`config.mk`:
```
export PLATFORM = sky130hd
export DESIGN_NAME = m_keypadcon_flat
export DESIGN_NICKNAME = d
export VERILOG_FILES = /design/src/rtl/m_keypadcon_if.sv /design/src/rtl/m_keypadcon.sv /design/src/flat_wrapper.sv
export SDC_FILE = /design/constraint.sdc
export NUM_CORES = 1
export LEC_CHECK = 0
export BUFFER_PORTS_ARGS = -buffer_cell sky130_fd_sc_hd__buf_2
export CAP_MARGIN = 5
export CORE_MARGIN = 1
export CORE_UTILIZATION = 43
export CTS_CLUSTER_SIZE = 16
export DETAILED_ROUTE_END_ITERATION = 8
export HOLD_SLACK_MARGIN = 0.15
export SYNTH_ARGS = -nofsm -noshare
export SYNTH_HDL_FRONTEND = slang
export SYNTH_SLANG_ARGS = --single-unit
```
`constraint.sdc`:
```
create_clock -name clk -period 4.7 [get_ports clk]
set_input_delay 0.235 -clock clk [delete_from_list [all_inputs] [get_ports clk]]
set_output_delay 0.235 -clock clk [all_outputs]
set_load 0.005 [all_outputs]
```
`src/rtl/m_keypadcon_if.sv`:
```
// Key-code bus between the keypad scanner and the MCU peripheral side.
// master: scanner drives data/valid/status; slave: MCU drives ack/clear.
interface m_keypadcon_if;
    logic [3:0] key_data;
    logic       key_valid;
    logic       key_ack;
    logic       key_pressed;
    logic       key_overflow;
    logic       ovf_clr;

    modport master (
        output key_data,
        output key_valid,
        output key_pressed,
        output key_overflow,
        input  key_ack,
        input  ovf_clr
    );

    modport slave (
        input  key_data,
        input  key_valid,
        input  key_pressed,
        input  key_overflow,
        output key_ack,
        output ovf_clr
    );
endinterface

```
`src/rtl/m_keypadcon.sv`:
```
// 4x4 matrix keypad scanner: row drive, column sync, frame debounce,
// single-key event detection and a key-code FIFO on the bus interface.
// Ports: clk, rst (sync, active-high), kp_col (active-low, async),
// kp_row (one-hot active-low), bus (m_keypadcon_if.master).
module m_keypadcon #(
    parameter int SCAN_DELAY     = 100000,
    parameter int DEBOUNCE_SCANS = 4,
    parameter int FIFO_DEPTH     = 4
) (
    input  logic             clk,
    input  logic             rst,
    input  logic [3:0]       kp_col,
    output logic [3:0]       kp_row,
    m_keypadcon_if.master    bus
);

    localparam int CW = $clog2(SCAN_DELAY);
    localparam int SW = $clog2(DEBOUNCE_SCANS + 1);
    localparam int AW = $clog2(FIFO_DEPTH);

    localparam logic [CW-1:0] TC   = CW'(SCAN_DELAY - 1);
    localparam logic [SW-1:0] SMAX = SW'(DEBOUNCE_SCANS);
    localparam logic [AW:0]   FULL = (AW + 1)'(FIFO_DEPTH);

    logic [3:0]    col_s1;
    logic [3:0]    col_s2;
    logic [CW-1:0] scan_cnt;
    logic [1:0]    row;
    logic [15:0]   frame;
    logic [15:0]   prev_frame;
    logic [SW-1:0] stable;
    logic [15:0]   deb;

    logic [3:0]    mem [FIFO_DEPTH];
    logic [AW-1:0] wptr;
    logic [AW-1:0] rptr;
    logic [AW:0]   count;

    logic [3:0]    sampled;
    logic          tc;
    logic          frame_done;
    logic [15:0]   full_frame;
    logic [SW-1:0] stable_n;
    logic          deb_load;
    logic          one_hot;
    logic          event_push;
    logic [3:0]    code;
    logic          pop;
    logic          push;
    logic          ovf_set;
    logic [AW-1:0] head_ptr;
    logic [3:0]    head_data;
    logic [AW:0]   count_n;

    always_comb begin
        sampled    = ~col_s2;
        tc         = (scan_cnt == TC);
        frame_done = tc && (row == 2'd3);
        // Row 3's sample is folded in the same cycle it is taken.
        full_frame = {sampled, frame[11:0]};

        if (full_frame != prev_frame) begin
            stable_n = SW'(1);
        end else if (stable == SMAX) begin
            stable_n = SMAX;
        end else begin
            stable_n = stable + SW'(1);
        end

        deb_load = frame_done && (stable_n == SMAX);
        one_hot  = (full_frame != 16'd0) &&
                   ((full_frame & (full_frame - 16'd1)) == 16'd0);
        // Only a 0 -> single-key transition counts; multi-key
        // states block events until everything is released.
        event_push = deb_load && one_hot && (deb == 16'd0);

        code = 4'd0;
        for (int i = 0; i < 16; i++) begin
            if (full_frame[i]) begin
                code = 4'(i);
            end
        end

        pop     = bus.key_ack && bus.key_valid;
        push    = event_push && ((count != FULL) || pop);
        ovf_set = event_push && (count == FULL) && !pop;

        head_ptr = pop ? rptr + AW'(1) : rptr;
        // Bypass so a push into an emptying FIFO shows next cycle.
        if (push && (wptr == head_ptr)) begin
            head_data = code;
        end else begin
            head_data = mem[head_ptr];
        end

        unique case ({push, pop})
            2'b10:   count_n = count + (AW + 1)'(1);
            2'b01:   count_n = count - (AW + 1)'(1);
            default: count_n = count;
        endcase
    end

    always_ff @(posedge clk) begin
        if (push) begin
            mem[wptr] <= code;
        end
    end

    always_ff @(posedge clk) begin
        if (rst) begin
            col_s1           <= 4'hF;
            col_s2           <= 4'hF;
            scan_cnt         <= '0;
            row              <= 2'd0;
            kp_row           <= 4'b1110;
            frame            <= '0;
            prev_frame       <= '0;
            stable           <= '0;
            deb              <= '0;
            wptr             <= '0;
            rptr             <= '0;
            count            <= '0;
            bus.key_data     <= 4'd0;
            bus.key_valid    <= 1'b0;
            bus.key_pressed  <= 1'b0;
            bus.key_overflow <= 1'b0;
        end else begin
            col_s1 <= kp_col;
            col_s2 <= col_s1;

            if (tc) begin
                scan_cnt        <= '0;
                frame[row*4 +: 4] <= sampled;
                row             <= row + 2'd1;
                kp_row          <= ~(4'b0001 << (row + 2'd1));
            end else begin
                scan_cnt <= scan_cnt + CW'(1);
            end

            if (frame_done) begin
                stable <= stable_n;
                if (full_frame != prev_frame) begin
                    prev_frame <= full_frame;
                end
            end

            if (deb_load) begin
                deb             <= full_frame;
                bus.key_pressed <= (full_frame != 16'd0);
            end

            if (push) begin
                wptr <= wptr + AW'(1);
            end
            if (pop) begin
                rptr <= head_ptr;
            end
            count         <= count_n;
            bus.key_valid <= (count_n != '0);
            bus.key_data  <= head_data;

            if (ovf_set) begin
                bus.key_overflow <= 1'b1;
            end else if (bus.ovf_clr) begin
                bus.key_overflow <= 1'b0;
            end
        end
    end

endmodule
```
`src/flat_wrapper.sv`:
```
// flat-port wrapper written by rule: the top's interface ports become plain ports
module m_keypadcon_flat 
#(
    parameter int SCAN_DELAY     = 100000,
    parameter int DEBOUNCE_SCANS = 4,
    parameter int FIFO_DEPTH     = 4
)
  (clk, rst, kp_col, kp_row, bus_key_data, bus_key_valid, bus_key_pressed, bus_key_overflow, bus_key_ack, bus_ovf_clr);
  m_keypadcon_if bus_i ();
  input  logic clk;
  input  logic rst;
  input  logic [3:0] kp_col;
  output logic [3:0] kp_row;
  output wire logic [$bits(bus_i.key_data)-1:0] bus_key_data;
  output wire logic [$bits(bus_i.key_valid)-1:0] bus_key_valid;
  output wire logic [$bits(bus_i.key_pressed)-1:0] bus_key_pressed;
  output wire logic [$bits(bus_i.key_overflow)-1:0] bus_key_overflow;
  input wire logic [$bits(bus_i.key_ack)-1:0] bus_key_ack;
  input wire logic [$bits(bus_i.ovf_clr)-1:0] bus_ovf_clr;
  assign bus_key_data = bus_i.key_data;
  assign bus_key_valid = bus_i.key_valid;
  assign bus_key_pressed = bus_i.key_pressed;
  assign bus_key_overflow = bus_i.key_overflow;
  assign bus_i.key_ack = bus_key_ack;
  assign bus_i.ovf_clr = bus_ovf_clr;
  m_keypadcon #(.SCAN_DELAY(SCAN_DELAY), .DEBOUNCE_SCANS(DEBOUNCE_SCANS), .FIFO_DEPTH(FIFO_DEPTH)) u_core (.clk(clk), .rst(rst), .kp_col(kp_col), .kp_row(kp_row), .bus(bus_i));
endmodule
```
# ---- Word level (Yosys, flattened, before mapping)
# Memory sizes are Yosys's and may differ from the RTL's. A register that Yosys moved wholly into a read port is not among the register bits.
# Index checks and enable logic that the tools add are counted.
dict set report classes {
  shifts 3
  n_reduce_logical 18
  n_eq_ne 9
  add_sub_neg 9
  mux 24
  n_bitwise 3
}
# operator count
set ops {}
lappend ops {{$neg 4->34} 1}
lappend ops {{$shift 4x34->16 const A} 1}
lappend ops {{$shiftx 4x34->16} 1}
lappend ops {{$logic_not 16->1} 2}
lappend ops {{$mux 4} 8}
lappend ops {{$mux 3} 6}
lappend ops {{$add 17x1->17 const B} 1}
lappend ops {{$eq 17x17->1 const B} 1}
lappend ops {{$and 16x16->16} 1}
lappend ops {{$bwmux 16} 1}
lappend ops {{$ne 16x16->1} 1}
lappend ops {{$reduce_bool 16->1} 1}
lappend ops {{$sub 16x1->16 const B} 1}
lappend ops {{$eq 3x3->1 const B} 3}
lappend ops {{$logic_and 1x1->1} 9}
lappend ops {{$not 4->4} 2}
lappend ops {{$add 2x1->2 const B} 3}
lappend ops {{$add 3x1->3 const B} 2}
lappend ops {{$mux 2} 3}
lappend ops {{$pmux 3 s2} 1}
lappend ops {{$mux 1} 5}
lappend ops {{$eq 2x2->1 const B} 2}
lappend ops {{$shl 1x2->4 const A} 1}
lappend ops {{$ne 3x3->1 const B} 1}
lappend ops {{8 further kinds} 8}
dict set report totals {
  ff_bits 92
  wordCells 82
  memories 1
  ramBits 16
  in_bits 8
}
# memory depth width rd rd_clocked_by_memory_dff wr line_no
set memory_table {}
lappend memory_table {u_core.mem 4 4 1 1 1 m_keypadcon.sv:34} ;# logic [3:0] mem [FIFO_DEPTH];

# ---- Logic depth before layout (Yosys ltp)
# Gate-level depths: netlist of the first run.
dict set report depth {
  depth_word 15
  ltp_mapped 14
}

# ---- Worst setup path after synthesis of the first run
# No wires, ideal clock.
dict set report synth_timing {
  path_type {register -> register}
  from {register u_core.scan_cnt[8]}
  to {register u_core.bus.key_valid}
  required_time_ns 4.613
  setup_slack_ns 1.396
  setup_time_ns 0.087
  path_stages_with_launch 14
  synth_period_minus_slack_ns 3.304
  t_arrival_ns 3.217
  cell_sequence {dfxtp_1 or4_4 nor4_4 and2_1 nand4_1 or4_4 nand2_1 inv_1 fa_1 nor2b_1 nand2_1 mux2i_1 a311o_1 o31ai_1}
}
dict set report synth_between {
  elab_chain_len 9
}
# item line_no
set synth_rtl {}
lappend synth_rtl {{from (decl)} m_keypadcon.sv:27} ;# logic [CW-1:0] scan_cnt;
lappend synth_rtl {{from (signal assigned)} m_keypadcon.sv:137} ;# scan_cnt <= scan_cnt + CW'(1);
lappend synth_rtl {{$eq 17x17->1 *} m_keypadcon.sv:57} ;# tc = (scan_cnt == TC);
lappend synth_rtl {{$logic_and 1x1->1 *} m_keypadcon.sv:58} ;# frame_done = tc && (row == 2'd3);
lappend synth_rtl {{$logic_and 1x1->1 *} m_keypadcon.sv:70} ;# deb_load = frame_done && (stable_n == SMAX);
lappend synth_rtl {{$logic_and 1x1->1 * (2 in series)} m_keypadcon.sv:75} ;# event_push = deb_load && one_hot && (deb == 16'd0);
lappend synth_rtl {{$logic_and 1x1->1 *} m_keypadcon.sv:85} ;# push = event_push && ((count != FULL) || pop);
lappend synth_rtl {{$eq 2x1->1 or $eq 2x2->1 (tied branches)} m_keypadcon.sv:96} ;# unique case ({push, pop})
lappend synth_rtl {{$pmux 3 s2 *} m_keypadcon.sv:96}
lappend synth_rtl {{$reduce_bool 3->1 *} m_keypadcon.sv:159} ;# bus.key_valid <= (count_n != '0);
lappend synth_rtl {{to (signal assigned)} m_keypadcon.sv:159}
lappend synth_rtl {{to (decl)} m_keypadcon_if.sv:13} ;# output key_valid,
# Mark *: on every way between the ends. The rest lies on a longest branch, timed or not.
# A chain may end at the register's enable or synchronous reset.

# ---- Final worst setup path of the first run
# Same ends and word-level chain as after synthesis.

==> results of run 1 <==
## worst min-delay path, cell delays in order
cell     delay [ns]
buf_2          0.07
nor2b_1        0.03
a21oi_1        0.11
nor2_1         0.05
## cells in the final DEF (no fill, tap or decap), types with 10 or more instances in the layout
cell,n
a21oi_1,42
buf_2,18
clkbuf_16,10
dfxtp_1,92
edfxtp_1,16
ha_1,12
inv_1,15
mux2i_1,20
nand2_1,54
nand3_1,13
nor2_1,83
nor3_1,18
nor4_1,11
o21ai_0,11
xnor2_1,21
xor2_1,15
## path summary, 6_finish.rpt
kind / from / to
setup / recovery: u_core.scan_cnt[8] / u_core.bus.key_valid
hold / removal: bus_ovf_clr / u_core.bus.key_overflow
setup reg to reg: u_core.scan_cnt[8] / u_core.bus.key_valid
hold reg to reg: u_core.col_s1[2] / u_core.col_s2[2]
## power by group through the flow
stage	clock, uW	sequential, uW	combinational [uW]
floorplan	0	985	94.1
global placement	0	990	116
detailed placement	0	990	118
CTS	854	969	121
global route	887	972	135
finish	833	969	119
## registers in the layout (all words and copies together) (netlist names), 4 cells and up
name	cells
u_core.col_s2	4
u_core.bus.key_data	4
u_core.deb	16
u_core.prev_frame	16
u_core.scan_cnt	17
u_core.mem	16
u_core.kp_row	4
u_core.col_s1	4
u_core.frame	12
## kinds of logic (layout without fill, tap and decap cells)
logic type | after synthesis | count (layout) | synth area share [%]
compound gates | 79 | 79 | 9.308
xor+xnor | 36 | 36 | 6.322
fa+ha+maj | 13 | 13 | 3.412
buf+inv | 49 | 54 | 3.738
flops | 108 | 108 | 46.56
mux | 24 | 24 | 5.820
simple gates | 243 | 243 | 24.84
## metrics by stage
stage               hold WS [ns]  std cells  power, uW
finish                    0.1969        697       1921
global route              0.2018        697       1994
CTS                       0.1884        697       1944
detailed placement        0.3937        677       1108
global placement          0.3919        677       1106
floorplan                 0.3388        552       1079
## per-layer routing
layer  global-route usage (%)  part of all wire [%]
met1                    24.64                    48
met4                    9.714                   2.5
met5                        0                     0
met3                    3.675                   3.7
met2                    29.34                    46
## cell type report
type / instances / area (um2)
multi-input cells: 395 / 2479
clock inverters: 6 / 83.83
fillers: 1021 / 5574
clock buffers: 10 / 250.2
inverters: 15 / 56.30
flip-flops and latches: 108 / 2322
repair buffers: 23 / 137.6
well taps: 140 / 175.2
## timing repair
action / 4_1_cts / 5_1_grt
gates resized for setup: 0 / 0
hold buffers: 4 / 0
setup buffers: 0 / 0
endpoints found under the hold margin: 4 / 0
==> results.py, run 1 <==
metrics = {
    "status": {
        "status": "complete, no violations",
    },
    "synthesis": {
        "synth_cells": 552,
        "syn_area_per_cell_um2": 9.035,
        "yosys-top-cells-count": "dfxtp_1 (92), nor2_1 (83), nand2_1 (54), a21oi_1 (42), clkbuf_1 (32)",
        "synth_cell_types": 47,
        "syn_nets": 573,
        "syn-cell-area_um2": 4987,
        "ys_seq_elements": 108,
        "yosysSeqAreaShare_pct": 46.56,
        "ys.flop_type": "dfxtp_1",
        "yosysTopAreaCellShare_pct": 36.93,
        "synth_top_cell_by_area": "dfxtp_1",
        "ys_async_sr_fraction_pct": 0,
        "yosys-top-cells-area": "dfxtp_1 (37%), edfxtp_1 (9.6%), nor2_1 (6.2%)",
        "synth.most_common_cell": "dfxtp_1",
        "ys_warn_count": 0,
        "synth-edff-count": 16,
    },
    "worst_setup_path": {
        "cp_max_fo": 8,
        "critPathSlowestCell": "or4_4",
        "cp_num_cells": 13,
        "r2r_cells": 13,
        "crit_chain": "or4_4 -> nor4_4 -> and2_1 -> nand4_1 -> or4_4 -> nand2_1 -> inv_1 -> fa_1 -> nor2b_1 -> nand2_1 -> mux2i_1 -> a311o_1 -> o31ai_1",
        "arrival_ns": 3.92,
        "path_class": "reg -> reg",
        "cp.required_ns": 4.97,
        "crit_family": "simple AND/OR/NAND/NOR gates",
        "crit_path_start_kind": "flop",
        "end_kind": "flop",
        "slowest_delay_ns": 0.59,
        "worst-r2r-setup-slack_ns": 1.05,
        "path_buf_inv": 1,
    },
    "clocking": {
        "clk_latency_ns": 0.35,
        "cts_made_buffers": 9,
        "cts_tree": "built",
        "cts_root_buffer": "clkbuf_16",
        "clock_sinks": 108,
        "clock_path_buffers": 2,
        "clk_pin_slew_ns": 0.07,
        "ctsHtreeMaxLevel": 3,
    },
    "routing": {
        "final_antenna_net_count": 0,
        "first_pass_iters": 4,
        "vias": 3776,
        "finalWirelength_um": 10160,
        "first_iter_violations": 156,
        "vias_per_cell": 5.418,
        "routedWlPerCell_um": 14.57,
        "drc": 0,
    },
    "sta": {
        "hold_viol_final": 0,
        "fmaxAchievable_ghz": 0.2737,
        "period_share_pct": 77.72,
        "setup_viol": 0,
        "slew_viol_final": 0,
        "worst_pin_slew_ns": 1.072,
        "setup_tns_ns": 0,
        "rsz0062_at_grt": "false",
        "fin_crit_ns": 3.653,
        "relSlewSlack_pct": 28.53,
        "setup_ws_ns": 1.047,
        "clock-skew-final_ns": 0.006710,
    },
    "global_routing": {
        "grt_pass1_wl_um": 17020,
        "grt_max_degree": 52,
        "antenna_found_initial": 0,
        "grt_overflow": 0,
        "grt_usage_pct": 18.79,
        "grt_pass1_vias": 3459,
    },
    "floorplan": {
        "row_count": 38,
        "die_y_um": 109.7,
        "start_util_pct": 45.02,
        "num_io_pins": 19,
        "die_w_um": 109.7,
        "fp.coreArea_um2": 11080,
        "die_area_um2": 12030,
    },
    "power": {
        "pwr-share-comb_pct": 6.2,
        "powerDensity_nw_per_um2": 349.0,
        "seqPwrFrac_pct": 50.4,
        "internal_power_uw": 1504,
        "switching_share_pct": 21.70,
        "ir_drop_v": 0.0002096,
        "p_leak_uw": 0.001960,
        "switching_power_uw": 416.9,
        "clock_power_share_pct": 43.3,
    },
    "place": {
        "dp_hpwl_um": 6959,
        "pre_cts_ws_ns": 1.058,
        "routabilityCongestion": 0.8667,
        "port_buffers": 18,
        "place_area_um2": 5130,
    },
    "final_layout": {
        "layout.nets": 573,
        "syn_to_final_growth_pct": 10.36,
        "diodes": 0,
        "drive_gt1_share_pct": 10.05,
        "stdcell_area_um2": 5504,
        "fin_util_pct": 49.68,
    },
    "worst_hold_path": {
        "holdPathStages": 4,
        "hold_path.class": "in -> reg",
    },
    "flow_run": {
        "maxCapViolations": 0,
    },
}
No activity file was read; power rests on OpenSTA's default activity.
==> inputs of run 2 (changes only) <==
ABC_AREA = 1   (was default)
clock period = 3.6 ns   (was 4.7 ns; I/O delays follow)
==> results.py, run 2 <==
metrics = {
    "status": {
        "status": "complete, no violations",
    },
    "sta": {
        "worst_pin_slew_ns": 1.021,
        "fin_crit_ns": 2.693,
        "clock-skew-final_ns": 0.005031,
        "setup_viol": 0,
        "setup_ws_ns": 0.9075,
        "relSlewSlack_pct": 31.85,
        "setup_tns_ns": 0,
        "hold_viol_final": 0,
        "slew_viol_final": 0,
        "period_share_pct": 74.79,
        "fmaxAchievable_ghz": 0.3714,
        "rsz0062_at_grt": "false",
    },
    "global_routing": {
        "antenna_found_initial": 0,
        "grt_overflow": 0,
        "grt_pass1_vias": 4146,
        "grt_pass1_wl_um": 20040,
        "grt_max_degree": 48,
        "grt_usage_pct": 20.07,
    },
    "clocking": {
        "clk_latency_ns": 0.35,
        "cts_tree": "built",
        "clock_sinks": 108,
        "clock_path_buffers": 2,
        "cts_made_buffers": 9,
        "cts_root_buffer": "clkbuf_16",
        "clk_pin_slew_ns": 0.07,
        "ctsHtreeMaxLevel": 3,
        "cts_setup_buffers": 0,
    },
    "routing": {
        "routedWlPerCell_um": 13.24,
        "finalWirelength_um": 11640,
        "drc": 0,
        "vias": 4418,
        "vias_per_cell": 5.026,
        "first_iter_violations": 294,
        "first_pass_iters": 5,
        "final_antenna_net_count": 0,
    },
    "worst_setup_path": {
        "crit_chain": "ha_1 -> nand2_2 -> nor2_1 -> nand3_1 -> nor2_1 -> nand4_1 -> nor2_2 -> buf_4 -> nand4_1 -> nor2_1",
        "slowest_delay_ns": 0.37,
        "end_kind": "flop",
        "crit_path_start_kind": "flop",
        "cp_max_fo": 19,
        "cp.required_ns": 3.62,
        "critPathSlowestCell": "dfxtp_1",
        "arrival_ns": 2.72,
        "critical_path.most_common_cell": "nor2_1",
        "worst-r2r-setup-slack_ns": 0.91,
        "path_class": "reg -> reg",
    },
    "place": {
        "place_area_um2": 5441,
        "pre_cts_ws_ns": 0.9056,
        "port_buffers": 18,
        "dp_hpwl_um": 8431,
        "routabilityCongestion": 0.8665,
    },
    "synthesis": {
        "ys_warn_count": 0,
        "yosysTopAreaCellShare_pct": 35.13,
        "ys_seq_elements": 108,
        "ys.flop_type": "dfxtp_1",
        "yosys-top-cells-area": "dfxtp_1 (35%), nand2_1 (10%), edfxtp_1 (9.2%)",
        "synth_top_cell_by_area": "dfxtp_1",
        "syn-cell-area_um2": 5243,
        "syn_area_per_cell_um2": 7.332,
        "synth-edff-count": 16,
        "syn_nets": 736,
        "synth.most_common_cell": "nand2_1",
        "synth_cells": 715,
        "synth_cell_types": 39,
        "yosys-top-cells-count": "nand2_1 (139), nor2_1 (115), dfxtp_1 (92), inv_1 (76)",
        "ys_async_sr_fraction_pct": 0,
        "yosysSeqAreaShare_pct": 44.30,
    },
    "final_layout": {
        "largest_register_ff_count": 17,
        "n_fill_cell": 1140,
        "layout.nets": 752,
        "syn_to_final_growth_pct": 10.67,
        "fin_util_pct": 49.75,
        "mostFrequentLayoutCell": "nand2_1",
        "regArea_um2": 2322,
        "drive_gt1_share_pct": 11.14,
        "final_cell_mix": "nand2_1 (139), nor2_1 (115), dfxtp_1 (92), inv_1 (76), nand3_1 (45)",
        "stdcell_area_um2": 5802,
        "regMostFlops": "u_core.scan_cnt",
        "diodes": 0,
        "multi_input_area_um2": 2456,
    },
    "floorplan": {
        "row_count": 39,
        "num_io_pins": 19,
        "die_w_um": 112.4,
        "start_util_pct": 44.95,
        "die_y_um": 112.4,
        "fp.coreArea_um2": 11660,
        "die_area_um2": 12640,
    },
    "flow_run": {
        "maxCapViolations": 0,
    },
    "power": {
        "powerDensity_nw_per_um2": 444.2,
        "p_leak_uw": 0.002421,
        "ir_drop_v": 0.0004778,
    },
    "worst_hold_path": {
        "hold_path.class": "in -> reg",
    },
}
run 2: path summary, 6_finish.rpt:
check / from / to / cells past startpoint
worst max register to register: u_core.scan_cnt[0] / u_core.mem[1][0] / 10
worst min register to register: u_core.col_s1[1] / u_core.col_s2[1] / 1
worst min-delay path: bus_key_ack / u_core.bus.key_overflow / 4
worst max-delay path: u_core.scan_cnt[0] / u_core.mem[1][0] / 10
run 2: final cells by class:
type,instances,share of cell area (%)
inverter,99,6.405
multi-input combinational,487,42.33
clock buffer,12,4.076
timing repair buffer,26,2.804
clock inverter,4,1.272
sequential,108,40.03
tap,143,3.084
run 2: metal layers:
layer | track usage, % | vias to the layer above | share of wire [%]
met5 | 0 | - | 0
met4 | 5.244 | 0 | 1.1
met3 | 4.752 | 12 | 4.4
met2 | 31.26 | 87 | 43
met1 | 27.97 | 1959 | 52
li1 | - | 2360 | -
run 2: cell families (layout without fill, tap and decap cells):
group	count (synthesis)	count (layout)	share of synthesized area (%)
flip-flops	108	108	44.30
AND/OR/NAND/NOR	354	354	29.59
XOR/XNOR	4	4	0.8116
buffers and inverters	120	141	8.926
adder cells (fa/ha/maj)	13	13	3.246
AO/OA/AOI/OAI	116	116	13.13
run 2: what timing repair did:
action / CTS / global route
resized for setup: 0 / 0
endpoints found under the hold margin: 5 / 0
hold buffers: 5 / 0
endpoints found under the setup margin: 0 / 0
run 2: metrics by stage:
stage | hold WS (ns) | instances | total power (uW)
floorplan | 0.2838 | 715 | 1497
global placement | 0.3638 | 858 | 1560
detailed placement | 0.3682 | 858 | 1566
CTS | 0.2485 | 879 | 2605
global route | 0.2720 | 879 | 2687
finish | 0.2483 | 879 | 2577
run 2: worst max-delay path: cells and delay by family, from the launching register on:
family / cells / cell delay, ns
and+or+nand+nor: 8 / 1.56
DFF: 1 / 0.37
buffers and inverters: 1 / 0.24
adders and majority gates: 1 / 0.19
run 2: where the power goes:
group | internal [uW] | leakage [uW] | switching, uW | total (uW)
Sequential | 1260 | 0.000891 | 21.9 | 1280
Combinational | 95.2 | 0.00138 | 165 | 261
Clock | 610 | 0.000151 | 424 | 1030
==> inputs of run 3 (changes only) <==
clock period = 2.5 ns   (was 3.6 ns; I/O delays follow)
==> results.py, run 3 (synthesis results as in run 2) <==
metrics = {
    "status": {
        "status": "finished with violations",
        "failed_checks": "setup timing",
    },
    "place": {
        "routabilityCongestion": 0.9099,
        "placed_cells": 897,
        "dp_hpwl_um": 9159,
        "port_buffers": 18,
    },
    "final_layout": {
        "regMostFlops": "u_core.scan_cnt",
        "layout.nets": 796,
        "syn_to_final_growth_pct": 18.81,
        "largest_register_ff_count": 17,
        "final_cells": 923,
        "mostFrequentLayoutCell": "nand2_1",
        "final_cell_mix": "nand2_1 (130), nor2_1 (106), dfxtp_1 (79), inv_1 (73), buf_4 (45)",
        "drive_gt1_share_pct": 21.15,
        "diodes": 0,
        "n_fill_cell": 1091,
        "fin_util_pct": 53.41,
    },
    "routing": {
        "first_pass_iters": 4,
        "final_antenna_net_count": 0,
        "vias": 4662,
        "finalWirelength_um": 12380,
        "routedWlPerCell_um": 13.41,
        "vias_per_cell": 5.051,
        "first_iter_violations": 246,
        "drc": 0,
    },
    "sta": {
        "fin_crit_ns": 2.506,
        "slew_viol_final": 0,
        "setup_ws_ns": -0.005913,
        "hold_slack_ns": 0.1985,
        "worst_pin_slew_ns": 0.6141,
        "setup_viol": 1,
        "relSlewSlack_pct": 58.63,
        "setup_tns_ns": -0.005913,
        "clock-skew-final_ns": 0.01040,
        "fmaxAchievable_ghz": 0.3991,
        "rsz0062_at_grt": "true",
        "hold_viol_final": 0,
        "period_share_pct": 100.2,
    },
    "worst_setup_path": {
        "slowest_delay_ns": 0.53,
        "rr_endpoint": "u_core.bus.key_valid",
        "crit_chain": "buf_6 -> nor2_2 -> nand2_1 -> nor2_4 -> nor2_1 -> nor2_1 -> nand2_1 -> nor2_2 -> nand2_2 -> nor2_4 -> nand3_2 -> nand2_2 -> inv_2 -> fa_2 -> inv_2 -> nand3_2 -> nand2_2 -> nand2_1 -> nand2_1 -> nand2_1",
        "crit_family": "simple AND/OR/NAND/NOR gates",
        "worst-r2r-setup-slack_ns": -0.006,
        "path_buf_inv": 3,
        "critical_path.most_common_cell": "nand2_1",
        "arrival_ns": 2.80,
        "cp_max_fo": 5,
        "end_kind": "flop",
        "path_class": "reg -> reg",
        "crit_path_start_kind": "flop",
        "critPathSlowestCell": "fa_2",
        "cp.required_ns": 2.79,
        "worstReg2RegStart": "u_core.frame[5]",
        "r2r_cells": 20,
    },
    "power": {
        "powerDensity_nw_per_um2": 575.8,
        "ir_drop_v": 0.0004804,
        "p_leak_uw": 0.002652,
    },
    "flow_run": {
        "maxCapViolations": 0,
    },
    "global_routing": {
        "grt_overflow": 0,
        "grt_pass1_wl_um": 20820,
        "grt_pass1_vias": 4461,
        "grt_usage_pct": 20.61,
        "grt_max_degree": 48,
        "antenna_found_initial": 0,
    },
    "floorplan": {
        "row_count": 39,
        "start_util_pct": 44.95,
        "die_w_um": 112.4,
        "fp.coreArea_um2": 11660,
        "die_y_um": 112.4,
        "num_io_pins": 19,
        "die_area_um2": 12640,
    },
    "worst_hold_path": {
        "holdPathStages": 4,
        "hold_path.class": "in -> reg",
        "holdPathEnd": "u_core.bus.key_overflow",
        "min_from": "bus_key_ack",
    },
    "clocking": {
        "clock_path_buffers": 2,
        "ctsHtreeMaxLevel": 3,
        "clk_latency_ns": 0.35,
        "cts_tree": "built",
        "cts_root_buffer": "clkbuf_16",
        "clock_sinks": 108,
        "cts_made_buffers": 9,
        "clk_pin_slew_ns": 0.06,
    },
}
run 3: metal layers:
layer  up-vias  GRT usage (%)  part of all wire (%)
met5         -              0                     0
met4         0          8.444                   1.4
met3        11          3.078                   3.7
met2        66          32.63                    44
met1      2143          28.25                    50
li1       2442              -                     -
run 3: worst max path at each step:
stage	cells after the start	startpoint	slack [ns]	endpoint
final	20	u_core.frame[5]	-0.006	u_core.bus.key_valid
after global placement	19	u_core.frame[3]	-0.04	u_core.bus.key_valid
after global routing	19	u_core.frame[5]	-0.20	u_core.bus.key_valid
after detailed placement	19	u_core.frame[3]	-0.10	u_core.bus.key_valid
after floorplan	18	u_core.scan_cnt[0]	0.0008	u_core.bus.key_valid
after CTS	17	u_core.scan_cnt[1]	0.005	u_core.bus.key_valid
run 3: metrics by stage:
stage          cell area (um2)  worst slack [ns]  total power [uW]
3_3_place_gp              5747          -0.04062              2291
4_1_cts                   6075          0.004746              3585
5_1_grt                   6228           -0.2011              3740
3_5_place_dp              5747           -0.1003              2300
2_1_floorplan             5243         0.0007501              2156
6_report                  6228         -0.005913              3586
run 3: report_power, final:
part | internal, uW | switching [uW] | total, uW
logic | 189 | 271 | 461
registers | 1810 | 30.0 | 1840
clock network | 673 | 610 | 1280
total | 2680 | 911 | 3590
run 3: area by class of cell:
type / instances / area [um2] / share of cell area [%]
inverter: 99 / 371.6 / 5.966
timing repair buffer: 70 / 509.2 / 8.176
clock inverter: 3 / 15.01 / 0.2411
sequential: 108 / 2344 / 37.63
tap: 143 / 178.9 / 2.873
clock buffer: 13 / 240.2 / 3.857
multi-input combinational: 487 / 2570 / 41.26
run 3: worst min-delay path, stage by stage:
cell     delay, ns
buf_2         0.07
nand2_1       0.12
nand3_1       0.12
a21oi_1       0.06
run 3: what timing repair did:
item / CTS / global route
endpoints found under the hold margin: 5 / 0
resized for setup: 9 / 42
pin swaps: 0 / 22
endpoints found under the setup margin: 3 / 24
hold buffers: 5 / 0
setup buffers: 0 / 5
